[src/rtl/soc_ctrl_rst_seq_pkg.sv]
// rtl/soc_ctrl_rst_seq_pkg.sv - shared state encoding and helpers for the SoC domain power sequencer
package soc_ctrl_rst_seq_pkg;

  typedef enum logic [3:0] {
    IDLE,
    UP_RST,
    UP_HOLD,
    UP_ACK,
    UP_GAP,
    ON,
    DN_CLK,
    DN_ACK,
    DN_GAP,
    ERR
  } rst_seq_state_e;

  localparam int MAX_DOMAINS = 16;

  function automatic int max3(input int a, input int b, input int c);
    int m;
    m = (a > b) ? a : b;
    return (m > c) ? m : c;
  endfunction

endpackage

[src/rtl/soc_ctrl_rst_seq_timer.sv]
// rtl/soc_ctrl_rst_seq_timer.sv - loadable down-counter with zero flag, saturating at 0
module soc_ctrl_rst_seq_timer #(
  parameter int W = 4
) (
  input  logic         i_clk,
  input  logic         i_rst,
  input  logic         i_load,
  input  logic [W-1:0] i_load_val,
  input  logic         i_dec,
  output logic         o_zero
);

  logic [W-1:0] r_cnt;

  always_ff @(posedge i_clk or posedge i_rst) begin
    if (i_rst) begin
      r_cnt <= '0;
    end else if (i_load) begin
      r_cnt <= i_load_val;
    end else if (i_dec && (r_cnt != '0)) begin
      r_cnt <= r_cnt - 1'b1;
    end
  end

  assign o_zero = (r_cnt == '0);

endmodule

[src/rtl/soc_ctrl_rst_seq.sv]
// rtl/soc_ctrl_rst_seq.sv - ordered per-domain reset/clock power sequencer
// Optional ack timeout and ERR state: SOC_CTRL_RST_SEQ_TIMEOUT_EN
module soc_ctrl_rst_seq
  import soc_ctrl_rst_seq_pkg::*;
#(
  parameter int NUM_DOMAINS     = 3,
  parameter int RST_HOLD_CYCLES = 8,
  parameter int GAP_CYCLES      = 4,
  parameter int ACK_TIMEOUT     = 64,
  localparam int IDX_W          = (NUM_DOMAINS > 1) ? $clog2(NUM_DOMAINS) : 1
) (
  input  logic                   clk_i,
  input  logic                   arst_i,
  input  logic                   start_i,
  input  logic                   stop_i,
  input  logic [NUM_DOMAINS-1:0] dom_ack_i,
  output logic [NUM_DOMAINS-1:0] dom_arst_no,
  output logic [NUM_DOMAINS-1:0] dom_clk_en_o,
  output logic [IDX_W-1:0]       cur_dom_o,
  output logic                   busy_o,
  output logic                   done_o,
  output logic                   err_o
);

  localparam int TW = $clog2(max3(RST_HOLD_CYCLES, GAP_CYCLES, ACK_TIMEOUT) + 1);
  localparam logic [TW-1:0] HOLD_LOAD = TW'(RST_HOLD_CYCLES - 1);
  localparam logic [TW-1:0] GAP_LOAD  = TW'(GAP_CYCLES - 1);
  localparam logic [IDX_W-1:0] LAST_IDX = IDX_W'(NUM_DOMAINS - 1);
`ifdef SOC_CTRL_RST_SEQ_TIMEOUT_EN
  localparam logic [TW-1:0] ACK_LOAD = TW'(ACK_TIMEOUT - 1);
`endif

  rst_seq_state_e   r_state, w_nstate;
  logic [IDX_W-1:0] r_idx, w_nidx;
  logic             w_load, w_dec, w_zero;
  logic [TW-1:0]    w_load_val;
  logic             w_arst_set, w_arst_clr, w_clk_set, w_clk_clr, w_all_off;

  soc_ctrl_rst_seq_timer #(.W(TW)) u_timer (
    .i_clk      (clk_i),
    .i_rst      (arst_i),
    .i_load     (w_load),
    .i_load_val (w_load_val),
    .i_dec      (w_dec),
    .o_zero     (w_zero)
  );

  always_comb begin
    w_nstate   = r_state;
    w_nidx     = r_idx;
    w_load     = 1'b0;
    w_load_val = '0;
    w_dec      = 1'b0;
    w_arst_set = 1'b0;
    w_arst_clr = 1'b0;
    w_clk_set  = 1'b0;
    w_clk_clr  = 1'b0;
    w_all_off  = 1'b0;
    case (r_state)
      IDLE: begin
        if (start_i && !stop_i) begin
          w_nstate = UP_RST;
          w_nidx   = '0;
        end
      end
      UP_RST, UP_HOLD, UP_ACK, UP_GAP: begin
        if (stop_i) begin
          w_nstate = DN_CLK;
        end else if (r_state == UP_RST) begin
          w_arst_set = 1'b1;
          w_load     = 1'b1;
          w_load_val = HOLD_LOAD;
          w_nstate   = UP_HOLD;
        end else if (r_state == UP_HOLD) begin
          if (w_zero) begin
            w_clk_set = 1'b1;
            w_nstate  = UP_ACK;
`ifdef SOC_CTRL_RST_SEQ_TIMEOUT_EN
            w_load     = 1'b1;
            w_load_val = ACK_LOAD;
`endif
          end else begin
            w_dec = 1'b1;
          end
        end else if (r_state == UP_ACK) begin
          if (dom_ack_i[r_idx]) begin
            if (r_idx == LAST_IDX) begin
              w_nstate = ON;
            end else begin
              w_nidx     = r_idx + 1'b1;
              w_load     = 1'b1;
              w_load_val = GAP_LOAD;
              w_nstate   = UP_GAP;
            end
`ifdef SOC_CTRL_RST_SEQ_TIMEOUT_EN
          end else if (w_zero) begin
            w_nstate  = ERR;
            w_all_off = 1'b1;
          end else begin
            w_dec = 1'b1;
`endif
          end
        end else begin
          // gap expiry releases the next reset directly so the gap is exactly GAP_CYCLES
          if (w_zero) begin
            w_arst_set = 1'b1;
            w_load     = 1'b1;
            w_load_val = HOLD_LOAD;
            w_nstate   = UP_HOLD;
          end else begin
            w_dec = 1'b1;
          end
        end
      end
      ON: begin
        if (stop_i) begin
          w_nstate = DN_CLK;
          w_nidx   = LAST_IDX;
        end
      end
      DN_CLK: begin
        if (!dom_arst_no[r_idx]) begin
          if (r_idx == '0) w_nstate = IDLE;
          else             w_nidx   = r_idx - 1'b1;
        end else begin
          w_clk_clr = 1'b1;
          w_nstate  = DN_ACK;
`ifdef SOC_CTRL_RST_SEQ_TIMEOUT_EN
          w_load     = 1'b1;
          w_load_val = ACK_LOAD;
`endif
        end
      end
      DN_ACK: begin
        if (!dom_ack_i[r_idx]) begin
          w_arst_clr = 1'b1;
          if (r_idx == '0) begin
            w_nstate = IDLE;
          end else begin
            w_nidx     = r_idx - 1'b1;
            w_load     = 1'b1;
            w_load_val = GAP_LOAD;
            w_nstate   = DN_GAP;
          end
`ifdef SOC_CTRL_RST_SEQ_TIMEOUT_EN
        end else if (w_zero) begin
          w_nstate  = ERR;
          w_all_off = 1'b1;
        end else begin
          w_dec = 1'b1;
`endif
        end
      end
      DN_GAP: begin
        if (w_zero) begin
          w_clk_clr = 1'b1;
          w_nstate  = DN_ACK;
`ifdef SOC_CTRL_RST_SEQ_TIMEOUT_EN
          w_load     = 1'b1;
          w_load_val = ACK_LOAD;
`endif
        end else begin
          w_dec = 1'b1;
        end
      end
`ifdef SOC_CTRL_RST_SEQ_TIMEOUT_EN
      ERR: begin
        if (stop_i) begin
          w_nstate = IDLE;
          w_nidx   = '0;
        end
      end
`endif
      default: begin
        w_nstate = IDLE;
        w_nidx   = '0;
      end
    endcase
  end

  always_ff @(posedge clk_i or posedge arst_i) begin
    if (arst_i) begin
      r_state      <= IDLE;
      r_idx        <= '0;
      dom_arst_no  <= '0;
      dom_clk_en_o <= '0;
    end else begin
      r_state <= w_nstate;
      r_idx   <= w_nidx;
      if (w_all_off) begin
        dom_arst_no  <= '0;
        dom_clk_en_o <= '0;
      end else begin
        if (w_arst_set) dom_arst_no[r_idx]  <= 1'b1;
        if (w_arst_clr) dom_arst_no[r_idx]  <= 1'b0;
        if (w_clk_set)  dom_clk_en_o[r_idx] <= 1'b1;
        if (w_clk_clr)  dom_clk_en_o[r_idx] <= 1'b0;
      end
    end
  end

  assign cur_dom_o = r_idx;
  assign done_o    = (r_state == ON);
  assign busy_o    = (r_state != IDLE) && (r_state != ON) && (r_state != ERR);
`ifdef SOC_CTRL_RST_SEQ_TIMEOUT_EN
  assign err_o = (r_state == ERR);
`else
  assign err_o = 1'b0;
`endif

endmodule

[config.mk]
export PLATFORM = sky130hd
export DESIGN_NAME = soc_ctrl_rst_seq
export DESIGN_NICKNAME = d
export VERILOG_FILES = /design/src/rtl/soc_ctrl_rst_seq_pkg.sv /design/src/rtl/soc_ctrl_rst_seq_timer.sv /design/src/rtl/soc_ctrl_rst_seq.sv
export SDC_FILE = /design/constraint.sdc
export NUM_CORES = 1
export LEC_CHECK = 0
export ABC_AREA = 1
export ABC_CLOCK_PERIOD_IN_PS = 1450
export CAP_MARGIN = 40
export CORE_AREA = 2 2 57 59
export CTS_CLUSTER_SIZE = 14
export DETAILED_ROUTE_END_ITERATION = 12
export DIE_AREA = 0 0 59 61
export PLACE_DENSITY = 0.74
export SYNTH_ARGS = -nofsm -noshare
export SYNTH_HDL_FRONTEND = slang
export SYNTH_SLANG_ARGS = --single-unit
export TNS_END_PERCENT = 10
[constraint.sdc]
create_clock -name clk_i -period 1.45 [get_ports clk_i]
set_clock_uncertainty 0.05 [all_clocks]
set_input_delay 0.29 -clock clk_i [delete_from_list [all_inputs] [get_ports clk_i]]
set_output_delay 0.29 -clock clk_i [all_outputs]
set_load 0.005 [all_outputs]
==> results.txt <==
Internal = 2.49 mW
Post-synth top cells = nand2_1, nor2_1, inv_1, nand3_1, dfrtp_1
Power density over the cells = 2160 nW/um^2
WHS = 257 ps
Comb pwr share = 0.744
Largest net degree at the start of global routing = 20
Avg Cell Area, Syn = 6.94 sq um
Fillers = 234
Sequential group share of total power = 0.195
Post-Syn Instances = 208
Nets = 287
Final Core Density = 0.741
Crit Path Max Fanout = 7
IO Port Bufs = 16
Std-Cell Core Area = 2950 sq um
CTS Hold Bufs = 0
Synth Register Bits = 19
Clk pwr share = 0.061
Max IR drop VDD = 1.19 mV
Unrepaired setup endpoints after global routing = yes
Sequential share of the synthesized area = 0.330
Top-count cell post-synth = nand2_1
Drt via density = 5.09
Vias in the first global route = 1475
Switch share = 0.473
Total net switching power = 2.23 mW
Row cnt = 20
Chip width = 59 um
Yosys cell types = 30
Drt initial violations = 69
Failing checks = setup timing
Initial Utilization = 0.489
Fin Setup TNS = -3980 ps
Mapped cell area = 1440 sq um
Synth area leader = dfrtp_1
Critical path arrival = 1860 ps
Setup violations, final = 21
Post-route ant nets = 0
Via count = 1584
GP Congestion = 0.897
Final Cycle Share = 1.16
Worst min path class = in -> async
Share of the synthesized area in the top cell type = 0.330
Placed Cells = 294
Full die area = 3600 sq um
Share of layout cells above drive strength 1 = 0.410
Number of CTS-inserted buffers = 3
YS warnings = 0
CTS Root Cell = clkbuf_4
First-pass iteration count of the detailed router = 4
Clock Latency Late Sink = 320 ps
FF-to-FF Start = r_state[3]
Final min period = 1690 ps
Area grow syn2layout = 51.6%
Reg2Reg Capture Point = u_timer.r_cnt[4]
Ys flop type = dfrtp_1
Startpoint types = register
Routed len/inst = 12.7 um
Hpwl dp = 2.71 mm
Final Max Slew Viols = 0
Clock Sink Count = 19
CTS tree = done
Total congestion overflow = 0
Hold Vio Cnt, Final = 0
Final worst-path setup slack = -237 ps
Status = finished with violations
Gr usage total = 0.247
Crit. End Element = register
Antenna violations before repair = 0
Top Ports = 18
Ranking of synthesized cells by area = dfrtp_1, nand2_1, nor2_1, inv_1, nand3_1
Pwr Total = 4.72 mW
N_diodes = 0
FFs w/ async S/R, synth = 1.00
Post-synth EDFFs = 0
DRT Wirelength = 3.95 mm
Synthesized Nets = 216
Worst setup path category = reg -> reg
Max Fclk = 0.593 GHz
DIE HEIGHT = 61 um
Post-route DRC = 0
First-pass GRT wire length = 6.57 mm
H-tree Lvls = 1
Final std cells w/o fill = 311
Maximum clock path buffer count = 2
Static Leak = 1.13 nW
CP Data Required Time = 1620 ps
Reg2reg setup slack = -240 ps
Max cap viols = 0
CTS clk-pin slew, worst paths = 110 ps
FF-to-FF path depth = 9
-- layout make-up --
type	instances	area, sq um	share of cell area
well taps	33	41.3	0.0189
flip-flops and latches	19	480	0.220
inverters	32	120	0.0549
clock buffers	4	26.3	0.0120
repair buffers	67	536	0.245
multi-input cells	156	983	0.450
-- cells in the final DEF, fill, tap and decap left out, types with 2 or more instances in the layout --
| master | instances |
|---|---|
| xor2_1 | 2 |
| nand3_4 | 2 |
| o21bai_1 | 2 |
| o21ai_1 | 3 |
| clkbuf_4 | 3 |
| nand2_2 | 7 |
| nor2_4 | 13 |
| dfrtp_1 | 15 |
| nand3b_1 | 2 |
| dlygate4sd2_1 | 6 |
| nand3_2 | 2 |
| o21ai_2 | 2 |
| nand4_1 | 3 |
| nor2_2 | 8 |
| buf_6 | 2 |
| clkdlybuf4s50_1 | 6 |
| o21ai_4 | 2 |
| dfrtp_2 | 4 |
| o21a_1 | 2 |
| nand3_1 | 19 |
| xnor2_1 | 2 |
| buf_4 | 50 |
| nor2_1 | 19 |
| o21ai_0 | 4 |
| nand2_1 | 45 |
| nand2_4 | 5 |
| inv_1 | 22 |
| clkdlybuf4s15_1 | 2 |
| a21boi_0 | 2 |
| o22ai_1 | 2 |
| inv_2 | 10 |
-- how the worst max path moves through the flow --
| stage | startpoint | end | cells after the start |
|---|---|---|---|
| 6_report | r_state[3] | u_timer.r_cnt[4] | 9 |
| 5_1_grt | r_state[2] | u_timer.r_cnt[4] | 10 |
| 4_1_cts | r_state[0] | busy_o | 7 |
| 3_5_place_dp | dom_ack_i[2] | u_timer.r_cnt[4] | 8 |
| 3_3_place_gp | r_state[3] | busy_o | 7 |
| 2_1_floorplan | u_timer.r_cnt[0] | u_timer.r_cnt[2] | 11 |
-- routing by layer --
layer	global-route usage	up-vias	wire, um
met5	0	-	0
met4	0.110	0	106
met2	0.414	48	1990
li1	-	805	-
met3	0.0256	11	192
met1	0.323	720	1650
-- through the flow --
step | area (sq um) | worst slack (ps)
final | 2190 | -237
after global routing | 2190 | -326
after CTS | 2100 | -214
after detailed placement | 1950 | -303
after global placement | 1950 | -266
after floorplan | 1470 | -50.1
-- critical path, cell delays in order, from the launching register on --
cell and delay (ps):
dfrtp_2 430, buf_4 160, nor2_4 160, nand2_2 110, nand2_4 140, nand2_1 100, a21oi_4 200, nor2_2 100
nand3b_1 90, nand2_1 50
-- cells by family (layout without fill, tap and decap cells) --
group,after synthesis,in the layout,share of synthesized area
flops,19,19,0.330
fa+ha+maj,1,1,0.00867
compound gates,25,25,0.121
xor+xnor,4,4,0.0243
simple gates,124,125,0.421
buf+inv,34,103,0.0937
other cells,1,1,0.00260
-- repair_timing --
| action | CTS | global route |
|---|---|---|
| endpoints found under the hold margin | 0 | 0 |
| setup buffers | 9 | 3 |
| cloned | 0 | 1 |
| pin swaps | 8 | 4 |
| endpoints found under the setup margin | 29 | 21 |
| gates resized for setup | 44 | 12 |
-- power by group through the flow --
stage	Sequential, mW	Clock, mW	Combinational (mW)
after global routing	0.949	0.310	3.88
after detailed placement	0.960	0	2.99
final	0.919	0.288	3.52
after CTS	0.915	0.295	3.27
after global placement	0.948	0	2.95
after floorplan	0.951	0	1.84
(Power assumes the default switching activity.)
